## config.mk

```make
export PLATFORM = sky130hd
export DESIGN_NAME = cdb_arbiter_flat
export DESIGN_NICKNAME = d
export VERILOG_FILES = /design/src/rtl/cdb_arbiter_pkg.sv /design/src/rtl/cdb_arbiter_if.sv /design/src/rtl/cdb_src_fifo.sv /design/src/rtl/cdb_arbiter.sv /design/src/flat_wrapper.sv
export SDC_FILE = /design/constraint.sdc
export NUM_CORES = 1
export LEC_CHECK = 0
export ABC_AREA = 1
export CORE_MARGIN = 2
export CORE_UTILIZATION = 45
export DETAILED_ROUTE_END_ITERATION = 8
export HOLD_SLACK_MARGIN = 0.02
export PLACE_DENSITY = 0.71
export SLEW_MARGIN = 20
export SYNTH_ARGS = -nofsm -noshare
export SYNTH_HDL_FRONTEND = slang
export SYNTH_SLANG_ARGS = --single-unit
```

## constraint.sdc

```tcl
create_clock -name clk -period 6.7 [get_ports clk]
set_input_delay 0.67 -clock clk [delete_from_list [all_inputs] [get_ports clk]]
set_output_delay 0.67 -clock clk [all_outputs]
set_load 0.02 [all_outputs]
```

## src/rtl/cdb_arbiter_pkg.sv

```systemverilog
// cdb_arbiter_pkg: result, commit and common-data-bus types plus CDB source indices
package cdb_arbiter_pkg;
    localparam int ROB_IDX_W = 5;
    localparam int N_CDB_SRC = 5;
    typedef enum logic [2:0] {T_NONE, T_ALU, T_MUL, T_DIV, T_BR, T_MEM} types_t;
    // CDB source index is the producer's types_t value minus one
    localparam int CDB_SRC_ALU = int'(T_ALU) - 1;
    localparam int CDB_SRC_MUL = int'(T_MUL) - 1;
    localparam int CDB_SRC_DIV = int'(T_DIV) - 1;
    localparam int CDB_SRC_BR  = int'(T_BR) - 1;
    localparam int CDB_SRC_MEM = int'(T_MEM) - 1;
    typedef struct packed {
        logic                 valid;
        logic [31:0]          rd_data;
        logic [ROB_IDX_W-1:0] rd_rob_idx;
        logic [4:0]           rd_addr;
        logic                 regf_we;
    } to_writeback_t;
    typedef struct packed {
        logic                 valid;
        logic [31:0]          rd_data;
        logic [ROB_IDX_W-1:0] rd_rob_idx;
        logic [4:0]           rd_addr;
    } to_commit_t;
    typedef struct packed {
        logic                 valid;
        logic [31:0]          data;
        logic [ROB_IDX_W-1:0] rob_idx;
        logic [4:0]           rd_addr;
        logic                 regf_we;
        logic [31:0]          commit_data;
        logic [ROB_IDX_W-1:0] commit_rob_idx;
        logic [4:0]           commit_rd_addr;
    } cdb_t;
endpackage

```

## src/rtl/cdb_arbiter_if.sv

```systemverilog
// cdb_arbiter_if: producer handshakes, ROB commit input and the common data bus
interface cdb_arbiter_if;
    import cdb_arbiter_pkg::*;
    logic [N_CDB_SRC-1:0]          src_valid;
    to_writeback_t [N_CDB_SRC-1:0] src_data;
    logic [N_CDB_SRC-1:0]          src_ready;
    to_commit_t                    commit_i;
    cdb_t                          cdb_o;
    modport master (output src_valid, src_data, commit_i, input src_ready, cdb_o);
    modport slave (input src_valid, src_data, commit_i, output src_ready, cdb_o);
endinterface

```

## src/rtl/cdb_src_fifo.sv

```systemverilog
// cdb_src_fifo: small per-producer result FIFO with flush and occupancy count
module cdb_src_fifo import cdb_arbiter_pkg::*; #(
    parameter int DEPTH = 2
) (
    input  logic                       clk,
    input  logic                       rst,
    input  logic                       flush,
    input  logic                       push,
    input  logic                       pop,
    input  to_writeback_t              din,
    output to_writeback_t              head,
    output logic [$clog2(DEPTH):0]     count
);
    localparam int PW = $clog2(DEPTH);
    localparam int CW = PW + 1;
    to_writeback_t mem [DEPTH];
    logic [PW-1:0] wp, rp;
    assign head = mem[rp];
    always_ff @(posedge clk) begin
        if (push && !rst && !flush)
            mem[wp] <= din;
    end
    // pointers wrap naturally because DEPTH is a power of two
    always_ff @(posedge clk) begin
        if (rst || flush) begin
            wp    <= '0;
            rp    <= '0;
            count <= '0;
        end else begin
            if (push)
                wp <= wp + 1'b1;
            if (pop)
                rp <= rp + 1'b1;
            count <= count + CW'(push) - CW'(pop);
        end
    end
endmodule

```

## src/rtl/cdb_arbiter.sv

```systemverilog
// cdb_arbiter: buffers execution-unit results and round-robin broadcasts one per cycle on the CDB,
// alongside a combinational pass-through of the ROB commit info.
module cdb_arbiter import cdb_arbiter_pkg::*; #(
    parameter int FIFO_DEPTH = 2
) (
    input logic          clk,
    input logic          rst,
    input logic          flush,
    cdb_arbiter_if.slave bus
);
    localparam int N_SRC = N_CDB_SRC;
    localparam int GW = $clog2(N_SRC);
    localparam int CW = $clog2(FIFO_DEPTH) + 1;
    logic [CW-1:0]    count [N_SRC];
    to_writeback_t    head [N_SRC];
    logic [N_SRC-1:0] push, pop, nonempty, ready;
    logic [GW-1:0]    last_grant, winner, idx;
    logic             found;
    to_writeback_t    bc;
    assign bus.src_ready = ready;
    for (genvar i = 0; i < N_SRC; i++) begin : g_src
        assign nonempty[i] = count[i] != '0;
        assign ready[i] = (count[i] < CW'(FIFO_DEPTH)) && !flush && !rst;
        assign push[i] = bus.src_valid[i] && ready[i] && bus.src_data[i].valid;
        assign pop[i] = found && (winner == GW'(i));
        cdb_src_fifo #(.DEPTH(FIFO_DEPTH)) u_fifo (
            .clk   (clk),
            .rst   (rst),
            .flush (flush),
            .push  (push[i]),
            .pop   (pop[i]),
            .din   (bus.src_data[i]),
            .head  (head[i]),
            .count (count[i])
        );
    end
    // search begins one past the previous winner so every source gets a turn
    always_comb begin
        found  = 1'b0;
        winner = '0;
        idx    = '0;
        for (int k = 1; k <= N_SRC; k++) begin
            idx = GW'((int'(last_grant) + k) % N_SRC);
            if (!found && nonempty[idx]) begin
                found  = 1'b1;
                winner = idx;
            end
        end
    end
    always_ff @(posedge clk) begin
        if (rst) begin
            last_grant <= GW'(N_SRC - 1);
            bc         <= '0;
        end else if (flush) begin
            bc <= '0;
        end else begin
            bc <= found ? head[winner] : '0;
            if (found)
                last_grant <= winner;
        end
    end
    always_comb begin
        bus.cdb_o                = '0;
        bus.cdb_o.valid          = bc.valid;
        bus.cdb_o.data           = bc.rd_data;
        bus.cdb_o.rob_idx        = bc.rd_rob_idx;
        bus.cdb_o.rd_addr        = bc.rd_addr;
        bus.cdb_o.regf_we        = bc.regf_we;
        bus.cdb_o.commit_data    = bus.commit_i.valid ? bus.commit_i.rd_data : '0;
        bus.cdb_o.commit_rob_idx = bus.commit_i.valid ? bus.commit_i.rd_rob_idx : '0;
        bus.cdb_o.commit_rd_addr = bus.commit_i.valid ? bus.commit_i.rd_addr : '0;
    end
endmodule

```

## src/flat_wrapper.sv

```systemverilog
// flat-port wrapper written by rule: the top's interface ports become plain ports
module cdb_arbiter_flat import cdb_arbiter_pkg::*;
#(
    parameter int FIFO_DEPTH = 2
)
  (clk, rst, flush, bus_src_valid, bus_src_data, bus_commit_i, bus_src_ready, bus_cdb_o);
  cdb_arbiter_if bus_i ();
  input logic clk;
  input logic rst;
  input logic flush;
  input wire logic [$bits(bus_i.src_valid)-1:0] bus_src_valid;
  input wire logic [$bits(bus_i.src_data)-1:0] bus_src_data;
  input wire logic [$bits(bus_i.commit_i)-1:0] bus_commit_i;
  output wire logic [$bits(bus_i.src_ready)-1:0] bus_src_ready;
  output wire logic [$bits(bus_i.cdb_o)-1:0] bus_cdb_o;
  assign bus_i.src_valid = bus_src_valid;
  assign bus_i.src_data = bus_src_data;
  assign bus_i.commit_i = bus_commit_i;
  assign bus_src_ready = bus_i.src_ready;
  assign bus_cdb_o = bus_i.cdb_o;
  cdb_arbiter #(.FIFO_DEPTH(FIFO_DEPTH)) u_core (.clk(clk), .rst(rst), .flush(flush), .bus(bus_i));
endmodule
```

; Word-level counts from Yosys, hierarchy flattened
; Memory sizes are Yosys's and may differ from the RTL's. A register that Yosys moved wholly into a read port is not among the register bits.
; Index checks and enable logic that the tools add are counted.
[word_totals]
inputBits = 271
ramBits = 440
elab_cells = 174
n_memories = 5
reg_bits = 67
[mem_list]
columns = memory, words, word_bits, rd, rd_ports_with_merged_regs, wr, line
row1 = u_core.g_src[0].u_fifo.mem, 2, 44, 1, 1, 1, cdb_src_fifo.sv:16  ; to_writeback_t mem [DEPTH];
row2 = u_core.g_src[1].u_fifo.mem, 2, 44, 1, 1, 1, cdb_src_fifo.sv:16
row3 = u_core.g_src[2].u_fifo.mem, 2, 44, 1, 1, 1, cdb_src_fifo.sv:16
row4 = u_core.g_src[3].u_fifo.mem, 2, 44, 1, 1, 1, cdb_src_fifo.sv:16
row5 = u_core.g_src[4].u_fifo.mem, 2, 44, 1, 1, 1, cdb_src_fifo.sv:16
[op_classes]
bitwise_logic = 3
order_cmp = 11
div_mod_pow = 5
n_mux = 46
reduce_logical = 54
addsub = 25
n_eq_ne = 4
[ops]
columns = operator, count
row1 = $mod A32 B4 Y32 const B, 5
row2 = $bmux W44 S3, 1
row3 = $mux W44, 2
row4 = $logic_and A1 B1 Y1, 39
row5 = $mux W32, 1
row6 = $mux W1, 30
row7 = $lt A3 B4 Y1 const B, 5
row8 = $bmux W1 S3, 5
row9 = $mux W3, 5
row10 = $add A1 B1 Y1 const B, 10
row11 = $add A2 B1 Y2, 5
row12 = $lt A2 B2 Y1 const B, 5
row13 = $mux W5, 2
row14 = $reduce_bool A2 Y1, 5
row15 = $sub A2 B1 Y2, 5
row16 = $add A3 B2 Y4 const B, 2
row17 = $add A3 B3 Y4 const B, 2
row18 = $eq A3 B2 Y1 const B, 2
row19 = $logic_not A1 Y1, 6
row20 = $add A3 B1 Y4 const B, 1
row21 = $ge A4 B4 Y1 const B, 1
row22 = $not A3 Y4, 1
row23 = $eq A3 B1 Y1 const B, 1
row24 = $eq A3 B3 Y1 const B, 1
row25 = other kinds (5), 6

; Longest topological paths before layout
[depth]
ltp_word = 21
mapped_depth = 37

; Modules after synthesis
; Synthesis repeated with hierarchy kept, for this count alone.
[unflattened]
cells_unflattened = 1860
area_unflattened_um2 = 23647.7
[modules_own_cells]
columns = module, n_inst, area_each_um2, cells_per_inst, seq_area_each_um2
row1 = cdb_src_fifo, 5, 3601.0, 167, 2742.6
row2 = cdb_arbiter, 1, 5642.9, 1025, 940.9

; Least setup slack after synthesis
; Ideal clock, no wire load.
[synth_path]
path_type = register -> register
startpoint = register u_core.last_grant[1]
endpoint = register u_core.g_src[3].u_fifo.count[1]
period_less_slack_ns = 4.263
setup_time_ns = 0.120
slack_ns = 2.437
t_arrival_ns = 4.143
n_path_buf = 2
stages_incl_launch_ff = 32
path_cell_list = dfxtp_1 -> inv_2 -> ha_1 -> nand2_1 -> nand3_1 -> xor2_1 -> inv_1 -> ha_1 -> inv_1 -> or2_2 -> nand3_2 -> nand2_2 -> o21ai_1 -> nand3_1 -> nand2_1 -> nand2_1 -> nand2_1 -> nor2_4 -> nand3_1 -> nand3_1 -> nand2_2 -> nand2_1 -> buf_6 -> buf_4 -> nand2_1 -> inv_1 -> ha_1 -> inv_1 -> ha_1 -> xor2_1 -> o21ai_0 -> a21oi_1
[synth_via]
elab_chain_cells = 20
word_cells_on_any_way = 41
cone_classes = 6 x add/sub / 5 x div / 1 x eq/ne / 20 x mux / 9 x reduce/logical
[synth_lines]
columns = element, line
row1 = "start, declared", cdb_arbiter.sv:17  ; logic [GW-1:0] last_grant, winner, idx;
row2 = "start signal, assigned", cdb_arbiter.sv:52  ; last_grant <= GW'(N_SRC - 1);
row3 = "start signal, assigned", cdb_arbiter.sv:59  ; last_grant <= winner;
row4 = $add A3 B1 Y4, cdb_arbiter.sv:43  ; idx = GW'((int'(last_grant) + k) % N_SRC);
row5 = $mod A32 B4 Y32, cdb_arbiter.sv:43
row6 = $bmux W1 S3, cdb_arbiter.sv:44  ; if (!found && nonempty[idx]) begin
row7 = $mux W1 (implied by the code), cdb_arbiter.sv:44
row8 = $mux W1, cdb_arbiter.sv:44
row9 = $logic_not A1 Y1, cdb_arbiter.sv:44
row10 = $logic_and A1 B1 Y1, cdb_arbiter.sv:44
row11 = $mux W1, cdb_arbiter.sv:44
row12 = [... 5 more ...], -
row13 = $mux W1, cdb_arbiter.sv:44
row14 = $logic_not A1 Y1, cdb_arbiter.sv:44
row15 = $logic_and A1 B1 Y1, cdb_arbiter.sv:44
row16 = $mux W3, cdb_arbiter.sv:44
row17 = $eq A3 B2 Y1, cdb_arbiter.sv:25  ; assign pop[i] = found && (winner == GW'(i));
row18 = $logic_and A1 B1 Y1 (*), cdb_arbiter.sv:25
row19 = net u_core.g_src[3].u_fifo.pop, cdb_src_fifo.sv:9  ; input logic pop,
row20 = $sub A2 B1 Y2 (*), cdb_src_fifo.sv:34  ; count <= count + CW'(push) - CW'(pop);
row21 = "end signal, assigned", cdb_src_fifo.sv:34
row22 = "end, declared", cdb_src_fifo.sv:12  ; output logic [$clog2(DEPTH):0] count
; Mark *: on every way through the listed nets, which the timed path passes. The rest lies on a longest branch. The select of a mux whose other input is x is not followed.
; A chain may end at the register's enable or synchronous reset.

; Worst setup path in the final report
[layout_path]
startpoint = register u_core.last_grant[0]
endpoint = register u_core.g_src[2].u_fifo.count[1]
[layout_via]
elab_chain_cells = 20
word_cells_on_any_way = 41
cone_classes = 6 x add/sub / 5 x div / 1 x eq/ne / 20 x mux / 9 x reduce/logical
[layout_lines]
columns = element, line
row1 = $add A3 B1 Y4, cdb_arbiter.sv:43
row2 = $mod A32 B4 Y32, cdb_arbiter.sv:43
row3 = $bmux W1 S3, cdb_arbiter.sv:44
row4 = $mux W1 (implied by the code), cdb_arbiter.sv:44
row5 = $mux W1, cdb_arbiter.sv:44
row6 = $logic_not A1 Y1, cdb_arbiter.sv:44
row7 = $logic_and A1 B1 Y1, cdb_arbiter.sv:44
row8 = $mux W1, cdb_arbiter.sv:44
row9 = [... 5 more ...], -
row10 = $mux W1, cdb_arbiter.sv:44
row11 = $logic_not A1 Y1, cdb_arbiter.sv:44
row12 = $logic_and A1 B1 Y1, cdb_arbiter.sv:44
row13 = $mux W3, cdb_arbiter.sv:44
row14 = $eq A3 B2 Y1, cdb_arbiter.sv:25
row15 = $logic_and A1 B1 Y1 (*), cdb_arbiter.sv:25
row16 = net u_core.g_src[2].u_fifo.pop, cdb_src_fifo.sv:9
row17 = $sub A2 B1 Y2 (*), cdb_src_fifo.sv:34
row18 = "end signal, assigned", cdb_src_fifo.sv:34
row19 = "end, declared", cdb_src_fifo.sv:12
; Marked as above.

==> run summary <==
Synth area leaders -> edfxtp_1, nand2_1, mux2_2, dfxtp_1, nand3_1
adder-cell share of the synthesized area -> 1.884%
# fillers -> 4046
first-pass GRT wire length -> 92200 um
Slew headroom -> 33.91%
routed wl met3 -> 4978 um
hold path cells -> 1
TritonCTS buffer count -> 50
post-CTS resize count -> 0
Initial Util -> 45.28%
CP peak stage delay -> 0.61 ns
via density per instance -> 5.239
register area share after synthesis -> 64.91%
Worst-path clk slew -> 0.07 ns
Crit Path Class -> flop to flop
largest net degree at the start of global routing -> 77
Initial DRC Count -> 1283
synth unique cells -> 37
Mapped Cells -> 1914
element type at the critical path start -> flop
Commonest cells post-synth -> nand2_1, edfxtp_1, mux2_2
syn nets -> 2219
Area Overhead vs Synth -> 26.37%
WL/cell -> 20.98 um
largest family of logic cells by synthesized area -> simple AND/OR/NAND/NOR gates
Setup crit end kind -> flop
final wirelength -> 62400 um
Max Transition Viols Final -> 0
total grt overflow -> 0
clk buf depth -> 3
Max FO, Critical Path -> 22
DRT antenna net count -> 0
all-layer global routing usage -> 23.54%
top-count cell post-synth -> nand2_1
Synth Area in Compound Gates -> 4.301%
reg2reg path depth -> 28
Root Buffer -> clkbuf_16
die width -> 228.0 um
antenna violations before repair -> 7
M1 wire length -> 25880 um
Syn Area/Cell -> 11.80 sq um
required time worst endpoint -> 7.19 ns
XOR/XNOR Fraction of Synth Area -> 0.4267%
max cap viols -> 0
max frequency -> 0.1857 GHz
top routing layer in use -> met5
GPL Wtd Cong -> 0.8867
Min Clock Period, post-route -> 5.384 ns
predominant post-synthesis flop cell -> edfxtp_1
H-tree levels -> 2
WL met2 -> 29270 um
top cell type's share of synthesized area -> 58.52%
post-synthesis simple-gate area fraction -> 14.70%
# IOs -> 362
Hold Buf Count CTS -> 0
Post-synth EDFFs -> 440
Tightest Hold Check Type -> flop to flop
# setup viols final -> 0
HPWL Detailed -> 44600 um
Tcrit/Tclk final -> 80.36%
mux contribution to synthesized area -> 8.779%
RSZ-0062 raised after global routing -> no
row cnt -> 82
Port Buf Inserts -> 361
Top cell by count, worst path -> nand2_1
die area -> 51980 sq um
postcts setup bufs -> 0
area leader, netlist -> edfxtp_1
Final TNS setup -> 0 ns
CTS sink cnt -> 512
drt first pass iters -> 5
slowest CP cell -> a21oi_4
WP data arrival -> 5.87 ns
Final Hold Vio Count -> 0
CTS tree -> done
worst slew pin tran -> 0.9914 ns
total number of yosys warnings -> 0
Die Y-Extent -> 228.0 um
Final #Nets -> 2564
via count -> 15590
synthesized area -> 22580 sq um
status -> finished, final reports clean
worst clock skew -> 0.02972 ns
vias in the first global route -> 15570
total core area -> 49860 sq um
ys async rst share -> 0%
DRC viols -> 0
share of cells above drive strength 1 -> 16.75%
Clock Latency Late Sink -> 0.59 ns
#FFs+latches synth -> 512
[routing by layer]
metal	track usage, %	up-vias
met5	0	-
met4	9.395	6
met3	4.913	101
met2	38.40	672
met1	30.87	7557
li1	-	7251
[sequential cells by signal (all words and copies together) (netlist names), named ones only]
register,count
u_core.g_src.u_fifo.mem,440
u_core.bus.cdb_o,44
u_core.g_src.u_fifo.count,10
u_core.g_src.u_fifo.rp,5
u_core.g_src.u_fifo.wp,5
u_core.last_grant,3
[cells in the final DEF, fill, tap and decap left out, types with 26 or more instances in the layout]
| cell type | count |
|---|---|
| clkbuf_16 | 51 |
| dfxtp_1 | 67 |
| ha_1 | 34 |
| nand3_1 | 145 |
| edfxtp_1 | 440 |
| inv_1 | 152 |
| mux2_2 | 176 |
| clkdlybuf4s50_1 | 360 |
| nor2_1 | 40 |
| buf_4 | 26 |
| o211ai_1 | 44 |
| a21oi_2 | 41 |
| nand2_1 | 550 |
[final timing paths]
kind | end | slack (ns) | from
min | flop | 0.46 | u_core.g_src[4].u_fifo.rp$_SDFFE_PP0P_
max | u_core.g_src[2].u_fifo.count[1]$_SDFF_PP0_ | 1.32 | u_core.last_grant[0]$_SDFFE_PP0P_
min reg2reg | flop | 0.46 | u_core.g_src[4].u_fifo.rp$_SDFFE_PP0P_
max reg2reg | u_core.g_src[2].u_fifo.count[1]$_SDFF_PP0_ | 1.32 | u_core.last_grant[0]$_SDFFE_PP0P_
[cell families after synthesis]
| logic type | Yosys count |
|---|---|
| buf+inv | 258 |
| flops | 512 |
| compound gates | 135 |
| fa+ha+maj | 34 |
| mux | 176 |
| xor+xnor | 11 |
| simple gates | 788 |
[cell type report]
| class | instances | area [sq um] | area share (%) |
|---|---|---|---|
| multi-input cells | 1144 | 6908 | 24.21 |
| inverters | 163 | 616.8 | 2.162 |
| diodes | 4 | 10.01 | 0.03508 |
| clock buffers | 61 | 1334 | 4.675 |
| repair buffers | 388 | 3824 | 13.40 |
| well taps | 672 | 840.8 | 2.947 |
| clock inverters | 31 | 331.6 | 1.162 |
| flip-flops and latches | 512 | 14670 | 51.40 |
[critical path: cells and delay by family (launching register included)]
family	cells	cell delay, ns
fa+ha+maj	5	1.50
compound gates	3	0.82
flops	1	0.31
buf+inv	4	0.56
xor+xnor	2	0.42
simple gates	14	1.64
[stage by stage]
| stage | hold slack, ns | cells | util (%) | worst slack, ns | instance area (sq um) |
|---|---|---|---|---|---|
| after floorplan | 0.4255 | 1914 | - | 2.437 | 22580 |
| after global placement | 0.4263 | 2879 | 53.86 | 1.400 | 26850 |
| after detailed placement | 0.4483 | 2879 | 53.85 | 1.392 | 26850 |
| after CTS | 0.4596 | 2971 | 57.19 | 1.357 | 28520 |
| after global routing | 0.4879 | 2974 | 57.21 | 0.9149 | 28530 |
| final | 0.4615 | 2975 | 57.22 | 1.316 | 28530 |
Power is not shown: default switching activity piles up to over one toggle a cycle in this logic, so the estimate is an artifact.
